## config.mk

```make
export PLATFORM = sky130hd
export DESIGN_NAME = modexp_ctrl
export DESIGN_NICKNAME = d
export VERILOG_FILES = /design/src/rtl/modexp_ctrl.sv
export SDC_FILE = /design/constraint.sdc
export NUM_CORES = 1
export LEC_CHECK = 0
export ABC_AREA = 1
export BUFFER_PORTS_ARGS = -buffer_cell sky130_fd_sc_hd__buf_2
export CELL_PAD_IN_SITES_DETAIL_PLACEMENT = 2
export CELL_PAD_IN_SITES_GLOBAL_PLACEMENT = 2
export CORE_ASPECT_RATIO = 1.75
export CORE_MARGIN = 3
export CORE_UTILIZATION = 35
export CTS_CLUSTER_SIZE = 25
export DETAILED_ROUTE_END_ITERATION = 8
export GPL_ROUTABILITY_DRIVEN = 0
export PLACE_DENSITY_LB_ADDON = 0.1
export SYNTH_ARGS = -nofsm -noshare
export SYNTH_HDL_FRONTEND = slang
export SYNTH_SLANG_ARGS = --single-unit
```

## constraint.sdc

```tcl
create_clock -name clk -period 6.1 [get_ports clk]
set_clock_uncertainty 0.1 [all_clocks]
set_input_delay 1.22 -clock clk [delete_from_list [all_inputs] [get_ports clk]]
set_output_delay 1.22 -clock clk [all_outputs]
set_load 0.005 [all_outputs]
```

## src/rtl/modexp_ctrl.sv

```systemverilog
// ---------------------------------------------------------------------------
// modexp_ctrl
//   Sequencer computing result = M^E mod N by left-to-right square-and-multiply.
//   An internal n x n multiplier forms every product; each reduction goes
//   through the external modulo lookup ROM, which has a registered output and
//   a one-cycle latency. Every modular multiply therefore takes an ISS cycle
//   (operands stable, ROM samples) followed by a WAIT cycle (ROM output valid,
//   captured at the end of that cycle).
//
// Ports
//   clk           system clock, rising edge
//   rst           asynchronous active-high reset
//   start         request pulse, sampled only while idle
//   M, E, N       base, exponent, modulus (N == 0 is rejected with err)
//   busy          high from the cycle after an accepted start until done
//   done          one-cycle pulse, result valid in the same cycle
//   err           one-cycle pulse when start arrives with N == 0
//   result        last result, held until the next done
//   rom_N         latched modulus presented to the ROM
//   rom_mult_out  a_q * b_q presented to the ROM (combinational from registers)
//   rom_ram_out   registered ROM output, (rom_mult_out mod rom_N)
// ---------------------------------------------------------------------------
module modexp_ctrl #(
  parameter int n   = 6,
  parameter int E_W = 6
) (
  input  logic           clk,
  input  logic           rst,
  input  logic           start,
  input  logic [n-1:0]   M,
  input  logic [E_W-1:0] E,
  input  logic [n-1:0]   N,
  output logic           busy,
  output logic           done,
  output logic           err,
  output logic [n-1:0]   result,
  output logic [n-1:0]   rom_N,
  output logic [2*n-1:0] rom_mult_out,
  input  logic [n-1:0]   rom_ram_out
);

  localparam int IW = (E_W > 1) ? $clog2(E_W) : 1;

  typedef enum logic [2:0] {
    IDLE,
    RED_ISS,
    RED_WAIT,
    SQ_ISS,
    SQ_WAIT,
    MUL_ISS,
    MUL_WAIT,
    DONE
  } state_t;

  state_t          state;
  logic [n-1:0]    m_q;
  logic [E_W-1:0]  e_q;
  logic [n-1:0]    n_q;
  logic [n-1:0]    r_q;
  logic [n-1:0]    mr_q;
  logic [n-1:0]    a_q;
  logic [n-1:0]    b_q;
  logic [IW-1:0]   bit_idx;

  // Full-width product; both operands are below 2^n so nothing is truncated.
  assign rom_mult_out = (2*n)'(a_q) * (2*n)'(b_q);
  assign rom_N        = n_q;

  // Main sequencer. The "next bit" step is folded into the WAIT transitions
  // so no cycle is spent between the end of one modmul and the next square.
  always_ff @(posedge clk or posedge rst) begin
    if (rst) begin
      state   <= IDLE;
      busy    <= 1'b0;
      done    <= 1'b0;
      err     <= 1'b0;
      result  <= '0;
      m_q     <= '0;
      e_q     <= '0;
      n_q     <= '0;
      r_q     <= '0;
      mr_q    <= '0;
      a_q     <= '0;
      b_q     <= '0;
      bit_idx <= '0;
    end else begin
      done <= 1'b0;
      err  <= 1'b0;
      case (state)
        IDLE: begin
          if (start) begin
            if (N == '0) begin
              err <= 1'b1;
            end else begin
              m_q     <= M;
              e_q     <= E;
              n_q     <= N;
              // First step reduces the raw base: M * 1 mod N.
              a_q     <= M;
              b_q     <= n'(1);
              bit_idx <= IW'(E_W - 1);
              // 1 mod N is 0 when N == 1, so the accumulator starts there.
              r_q     <= (N == n'(1)) ? '0 : n'(1);
              busy    <= 1'b1;
              state   <= RED_ISS;
            end
          end
        end

        RED_ISS:  state <= RED_WAIT;

        RED_WAIT: begin
          mr_q  <= rom_ram_out;
          a_q   <= r_q;
          b_q   <= r_q;
          state <= SQ_ISS;
        end

        SQ_ISS:   state <= SQ_WAIT;

        SQ_WAIT: begin
          r_q <= rom_ram_out;
          if (e_q[bit_idx]) begin
            a_q   <= rom_ram_out;
            b_q   <= mr_q;
            state <= MUL_ISS;
          end else if (bit_idx == '0) begin
            state <= DONE;
          end else begin
            bit_idx <= bit_idx - IW'(1);
            a_q     <= rom_ram_out;
            b_q     <= rom_ram_out;
            state   <= SQ_ISS;
          end
        end

        MUL_ISS:  state <= MUL_WAIT;

        MUL_WAIT: begin
          r_q <= rom_ram_out;
          if (bit_idx == '0) begin
            state <= DONE;
          end else begin
            bit_idx <= bit_idx - IW'(1);
            a_q     <= rom_ram_out;
            b_q     <= rom_ram_out;
            state   <= SQ_ISS;
          end
        end

        DONE: begin
          result <= r_q;
          done   <= 1'b1;
          busy   <= 1'b0;
          state  <= IDLE;
        end

        default: state <= IDLE;
      endcase
    end
  end

endmodule

```

==> impl_metrics.py, run 1 <==
metrics = {
    "worst_setup_path": {
        "worstPathArrival_ps": 3810,
        "start_kind": "flip-flop",
        "end_kind": "primary output",
        "cp-endpoint": "rom_mult_out[9]",
        "r2r_setup_slack_ps": 3800,
        "r2r_end": "bit_idx[2]$_DFFE_PP0P_",
        "ff2ff_path_depth": 6,
        "required_ps": 4780,
        "crit_fanout": 8,
        "r2r_start": "state[0]$_DFFE_PP0P_",
        "critPathKind": "reg -> out",
        "startpoint": "a_q[1]$_DFFE_PP0P_",
    },
    "power": {
        "swShare": 0.513,
        "power_density_nw_per_um2": 601,
        "max-vdd-ir-drop_v": 0.000284,
        "p_seq_frac": 0.264,
        "intPower_mw": 1.23,
        "p_total_mw": 2.52,
        "switchingPower_mw": 1.29,
        "power.leakage_nw": 2.34,
        "combPwrFrac": 0.623,
        "pwr-share-clk": 0.112,
    },
    "global_routing": {
        "antenna_found_initial": 0,
        "grtUsageTotal": 0.199,
        "grt_pass1_wl_mm": 18.9,
        "grt_pass1_vias": 3725,
        "overflow": 0,
        "grt_max_degree": 52,
    },
    "synth": {
        "syn_inst": 504,
        "netlist_area_sq_um": 3720,
        "synth_cell_types": 28,
        "synth.avg_cell_area_sq_um": 7.39,
        "synth_largest_area_cell": "dfrtp_1",
        "post-synth-top-area-fraction": 0.343,
        "synth_edf_count": 0,
        "synth.area.top_cells": "dfrtp_1 (34%), nand2_1 (14%), fa_1 (9.1%)",
        "syn-num-nets": 570,
        "ys_async_sr_fraction": 1.00,
        "seq_area_frac_synth": 0.343,
        "yosysWarnings": 0,
        "synth_commonest_cells": "nand2_1 (136), inv_1 (82), dfrtp_1 (51)",
        "synth-seq-cells": 51,
        "synthFlopType": "dfrtp_1",
        "synth_most_common_cell": "nand2_1",
    },
    "drt": {
        "drt_iter0_drc": 100,
        "wl_per_cell_um": 16.8,
        "vias_per_cell": 5.05,
        "routed_wl_mm": 11.2,
        "route.detailed.drc": 0,
        "firstDrtPassIters": 4,
        "vias": 3385,
        "ant_nets": 0,
    },
    "clocking": {
        "clockRootBuffer": "clkbuf_16",
        "cts_tree": "built",
        "cts_max_level": 2,
        "cts_sinks": 51,
        "path_clk_slew_ps": 70,
        "clock_latency_ps": 290,
        "cts_resized": 0,
        "clockBufferDepth": 2,
        "numCtsBuffers": 5,
        "cts.repair_timing.setup_buffer_count": 0,
        "cts_hold_buf": 0,
    },
    "die": {
        "initial_core_util": 0.361,
        "pin_count": 54,
        "die_h_um": 142,
        "num_rows": 49,
        "die_area_sq_um": 12000,
        "die_w_um": 84.0,
        "design.core.area_sq_um": 10300,
    },
    "sta": {
        "max_freq_ghz": 0.195,
        "fin_setup_tns_ps": 0,
        "relSlewSlack": 0.541,
        "rsz0062_at_grt": "false",
        "period_minus_slack_ps": 5130,
        "hold_viol": 0,
        "fin_crit_sh": 0.841,
        "drv_slew": 0,
        "setup_ws_ps": 967,
        "worst_pin_slew_ps": 688,
        "setup_viol": 0,
    },
    "cells_and_area": {
        "final_nets": 608,
        "multi_input_area_sq_um": 2010,
        "syn_to_final_growth_pct": 12.5,
        "fillers": 1251,
        "ff_latch_area_sq_um": 1280,
        "antenna_cells": 0,
        "final_layout_size_suffix_gt1_frac": 0.151,
    },
    "placed_design": {
        "place_ws_ps": 1220,
        "dpl.hpwl_mm": 9.11,
        "numPortBuffers": 53,
    },
    "run": {
        "maxCapViolCount": 0,
    },
    "hold_path": {
        "hp-class": "reg -> reg",
    },
    "run_status": {
        "status": "finished, final reports clean",
    },
}
## state kept, by name (all words and copies together), names as in the netlist
name	flops
state	3
r_q	6
busy	1
rom_N	6
bit_idx	3
e_q	6
result	6
b_q	6
done	1
a_q	6
err	1
mr_q	6
## worst min path at each step
| stage | start | slack, ps | to | cells after the start |
|---|---|---|---|---|
| after floorplan | e_q[5]$_DFFE_PP0P_ | 340 | e_q[5]$_DFFE_PP0P_ | 2 |
| after global placement | rom_N[2]$_DFFE_PP0P_ | 350 | rom_N[2]$_DFFE_PP0P_ | 2 |
| after detailed placement | rom_N[5]$_DFFE_PP0P_ | 370 | rom_N[5]$_DFFE_PP0P_ | 2 |
| after CTS | e_q[5]$_DFFE_PP0P_ | 390 | e_q[5]$_DFFE_PP0P_ | 2 |
| after global routing | e_q[5]$_DFFE_PP0P_ | 420 | e_q[5]$_DFFE_PP0P_ | 2 |
| final | rom_N[1]$_DFFE_PP0P_ | 390 | rom_N[1]$_DFFE_PP0P_ | 2 |
## kinds of logic (layout without fill, tap and decap cells)
group / count (synthesis) / in the layout / synth area share
adder cells (fa/ha/maj): 39 / 39 / 0.165
AO/OA/AOI/OAI: 51 / 51 / 0.0733
flip-flops: 51 / 51 / 0.343
AND/OR/NAND/NOR: 245 / 245 / 0.284
buffers and inverters: 111 / 150 / 0.118
XOR/XNOR: 7 / 7 / 0.0165
## per-stage QoR
stage	std cells	utilization	hold slack, ps	area [sq um]
detailed placement	662	0.393	368	4040
global placement	662	0.393	353	4040
CTS	670	0.407	391	4190
global route	670	0.407	418	4190
floorplan	504	-	337	3720
finish	670	0.407	385	4190
## layout by cell type, fill, tap and decap left out, drive strengths merged
cell	n
nand3b	6
clkinvlp	2
nor3	2
clkinv	1
inv	88
xnor2	1
dfrtp	51
o21ai	32
nand3	27
buf	54
fa	17
a21oi	16
clkbuf	5
o211ai	2
ha	22
nand4	15
xor2	6
nor2	49
o22ai	1
or2	7
nand2	139
## layout make-up
cell class                      instances  area share
Multi-Input combinational cell        342       0.479
Sequential cell                        51       0.305
Inverter                               88      0.0789
Clock buffer                            5      0.0299
Clock inverter                          3     0.00478
Timing Repair Buffer                   54      0.0651
Tap cell                              127      0.0379
## metal layers
metal  wire length (um)  up-vias  GRT usage
li1                   -     1621          -
met1               3930     1705      0.194
met2               6870       45      0.420
met3                171       14     0.0168
met4                270        0     0.0720
met5                  0        -          0
## power groups by stage
stage          Combinational, mW  Clock (mW)  Sequential (mW)
3_3_place_gp                1.53           0            0.664
6_report                    1.57       0.283            0.666
2_1_floorplan               1.19           0            0.571
5_1_grt                     1.86       0.304            0.696
3_5_place_dp                1.62           0            0.674
4_1_cts                     1.63       0.292            0.670
## critical path: stages (launching register included)
cell and delay, ps:
dfrtp_1 530, nand2_1 140, fa_1 520, fa_1 520
fa_1 540, inv_1 40, ha_1 360, nand2_1 100
nand3_1 160, a21oi_1 190, nor2_1 60, nor2_1 110
xnor2_1 120, buf_2 130
No activity file was read; power rests on OpenSTA's default activity.
==> inputs of run 2 (changes only) <==
--- a/config.mk
+++ b/config.mk
@@ -5,7 +5,7 @@
 export SDC_FILE = /design/constraint.sdc
 export NUM_CORES = 1
 export LEC_CHECK = 0
-export ABC_AREA = 1
+export ABC_AREA = 0
 export BUFFER_PORTS_ARGS = -buffer_cell sky130_fd_sc_hd__buf_2
 export CELL_PAD_IN_SITES_DETAIL_PLACEMENT = 2
 export CELL_PAD_IN_SITES_GLOBAL_PLACEMENT = 2
==> constraint.sdc (replaced) <==
create_clock -name clk -period 5.3 [get_ports clk]
set_clock_uncertainty 0.1 [all_clocks]
set_input_delay 1.06 -clock clk [delete_from_list [all_inputs] [get_ports clk]]
set_output_delay 1.06 -clock clk [all_outputs]
set_load 0.005 [all_outputs]
==> impl_metrics.py, run 2 <==
metrics = {
    "cells_and_area": {
        "antenna_cells": 0,
        "final_nets": 481,
        "syn_to_final_growth_pct": 13.6,
        "fin_area_sq_um": 4090,
        "layout_commonest_cell": "buf_2",
        "final_cell_mix": "buf_2 (53), dfrtp_1 (49), nand2_1 (45)",
        "final_layout_size_suffix_gt1_frac": 0.231,
        "fillers": 1142,
        "final_cells": 540,
    },
    "sta": {
        "worst_pin_slew_ps": 931,
        "drv_slew": 0,
        "fin_crit_sh": 0.954,
        "timing.hold.ws_ps": 384,
        "hold_viol": 0,
        "setup_viol": 0,
        "fin_setup_tns_ps": 0,
        "relSlewSlack": 0.376,
        "period_minus_slack_ps": 5060,
        "max_freq_ghz": 0.198,
        "rsz0062_at_grt": "false",
    },
    "clocking": {
        "cts_tree": "built",
        "cts.repair_timing.setup_buffer_count": 0,
        "clockRootBuffer": "clkbuf_16",
        "numCtsBuffers": 5,
        "clock_latency_ps": 290,
        "path_clk_slew_ps": 70,
        "cts_max_level": 2,
        "cts_sinks": 51,
        "clockBufferDepth": 2,
    },
    "power": {
        "combPwrFrac": 0.554,
        "power_density_nw_per_um2": 611,
        "pwr-share-clk": 0.129,
        "switchingPower_mw": 1.12,
        "intPower_mw": 1.38,
        "power.leakage_nw": 2.03,
        "p_seq_frac": 0.317,
        "swShare": 0.448,
        "max-vdd-ir-drop_v": 0.000297,
    },
    "global_routing": {
        "antenna_found_initial": 0,
        "grtUsageTotal": 0.200,
        "grt_pass1_vias": 3343,
        "grt_pass1_wl_mm": 17.4,
        "overflow": 0,
        "grt_max_degree": 52,
    },
    "die": {
        "pin_count": 54,
        "initial_core_util": 0.361,
        "die_area_sq_um": 11600,
        "die_h_um": 140,
        "num_rows": 48,
        "design.core.area_sq_um": 9970,
        "die_w_um": 82.7,
    },
    "synth": {
        "yosysWarnings": 0,
        "synth_mux_area_frac": 0.0865,
        "synth.avg_cell_area_sq_um": 9.76,
        "synth_fa_ha_area_frac": 0.171,
        "synthFlopType": "dfrtp_1",
        "synth-seq-cells": 51,
        "synth_edf_count": 0,
        "synth_commonest_cells": "dfrtp_1 (51), nand2_1 (45), inv_1 (37)",
        "synth_most_common_cell": "dfrtp_1",
        "ys_async_sr_fraction": 1.00,
        "synth.area.top_cells": "dfrtp_1 (35%), fa_1 (9.5%), ha_1 (7.6%)",
        "netlist_area_sq_um": 3600,
        "seq_area_frac_synth": 0.355,
        "synth_top_family_by_area": "adder cells",
        "synth_compound_area_frac": 0.155,
        "synth_xor_area_frac": 0.0195,
        "synth_largest_area_cell": "dfrtp_1",
        "syn-num-nets": 435,
        "post-synth-top-area-fraction": 0.355,
        "syn_inst": 369,
        "synth_cell_types": 56,
        "synth_simple_gate_area_frac": 0.149,
    },
    "worst_setup_path": {
        "end_kind": "primary output",
        "cpMostUsedCell": "fa_1",
        "crit_slowest_cell": "fa_1",
        "required_ps": 4140,
        "worst-path-buf-inv": 2,
        "r2r_start": "state[2]$_DFFE_PP0P_",
        "critPathKind": "reg -> out",
        "r2r_end": "bit_idx[1]$_DFFE_PP0P_",
        "path_cells": "nand2_1, fa_1, fa_1, fa_1, inv_1, ha_1, a21o_1, a211oi_1, nor2_1, o22ai_1, xnor2_1, buf_2",
        "worstPathArrival_ps": 3900,
        "ff2ff_path_depth": 5,
        "crit_fanout": 8,
        "cp_top_family": "adder cells",
        "start_kind": "flip-flop",
        "cp_slowest_stage_delay_ps": 540,
        "r2r_setup_slack_ps": 2790,
    },
    "drt": {
        "ant_nets": 0,
        "wl_per_cell_um": 20.1,
        "firstDrtPassIters": 4,
        "vias": 2905,
        "routed_wl_mm": 10.9,
        "route.detailed.drc": 0,
        "vias_per_cell": 5.38,
        "drt_iter0_drc": 68,
    },
    "hold_path": {
        "whs_endpoint": "rom_N[1]$_DFFE_PP0P_",
        "hp-class": "reg -> reg",
        "whs_path_depth": 2,
        "min_from": "rom_N[1]$_DFFE_PP0P_",
    },
    "run_status": {
        "status": "finished, final reports clean",
    },
    "placed_design": {
        "dp_cells": 533,
        "placed_cell_area_sq_um": 3940,
        "dpl.hpwl_mm": 8.70,
        "numPortBuffers": 53,
    },
    "run": {
        "maxCapViolCount": 0,
    },
}
[run 2: cell count changes after synthesis, moves of 10 or more]
cell,before,now
and2_1,0,16
nand3_1,27,1
nor2_1,47,16
nand4_1,15,0
mux2_2,0,15
clkbuf_1,16,6
inv_1,82,37
nand2_1,136,45
mux2i_1,0,12
o21ai_0,32,15
nor3_1,2,14
[run 2: worst max path at each step]
stage          slack, ps                to  cells past startpoint          startpoint
2_1_floorplan        810  rom_mult_out[11]                     12  a_q[3]$_DFFE_PP0P_
3_3_place_gp         580  rom_mult_out[11]                     12  a_q[3]$_DFFE_PP0P_
3_5_place_dp         510  rom_mult_out[11]                     12  a_q[0]$_DFFE_PP0P_
4_1_cts              190  rom_mult_out[11]                     12  a_q[0]$_DFFE_PP0P_
5_1_grt                2  rom_mult_out[11]                     12  b_q[5]$_DFFE_PP0P_
6_report             240  rom_mult_out[11]                     12  b_q[5]$_DFFE_PP0P_
[run 2: final cells by class]
| class | count | area (sq um) | share of cell area |
|---|---|---|---|
| Clock buffer | 6 | 139 | 0.0340 |
| Tap cell | 125 | 156 | 0.0382 |
| Inverter | 37 | 139 | 0.0340 |
| Multi-Input combinational cell | 266 | 2100 | 0.513 |
| Sequential cell | 51 | 1280 | 0.313 |
| Clock inverter | 1 | 5.00 | 0.00122 |
| Timing Repair Buffer | 54 | 273 | 0.0667 |
[run 2: power groups by stage]
stage,logic (mW),clock network (mW),registers (mW)
after floorplan,1.03,0,0.695
after global placement,1.36,0,0.783
after detailed placement,1.42,0,0.798
after CTS,1.43,0.334,0.791
after global routing,1.60,0.347,0.824
final,1.38,0.323,0.791
[run 2: worst min-delay path: cells and delay by family (launching register included)]
kind / cells / cell delay, ps
flip-flops: 1 / 340
AND/OR/NAND/NOR: 2 / 110
[run 2: per-layer routing]
metal / global-route usage / routed length [um] / vias up
met1: 0.192 / 3690 / 1490
met2: 0.412 / 6690 / 50
met3: 0.0219 / 247 / 15
li1: - / - / 1350
met4: 0.0620 / 244 / 0
met5: 0 / 0 / -
[run 2: what timing repair did]
item,in CTS,in global routing
endpoints found under the setup margin,0,2
hold buffers,0,0
resized for setup,0,2
[run 2: metrics by stage]
stage                     utilization  setup slack [ps]  power, mW
after floorplan                     -               813       1.72
after global placement          0.395               575       2.14
after detailed placement        0.395               511       2.22
after CTS                       0.410               189       2.55
after global routing            0.410              1.80       2.77
final                           0.410               245       2.50
[run 2: kinds of logic after synthesis]
kind of cell	Yosys count
fa+ha+maj	39
compound gates	81
flops	51
mux	28
buf+inv	52
simple gates	110
xor+xnor	8
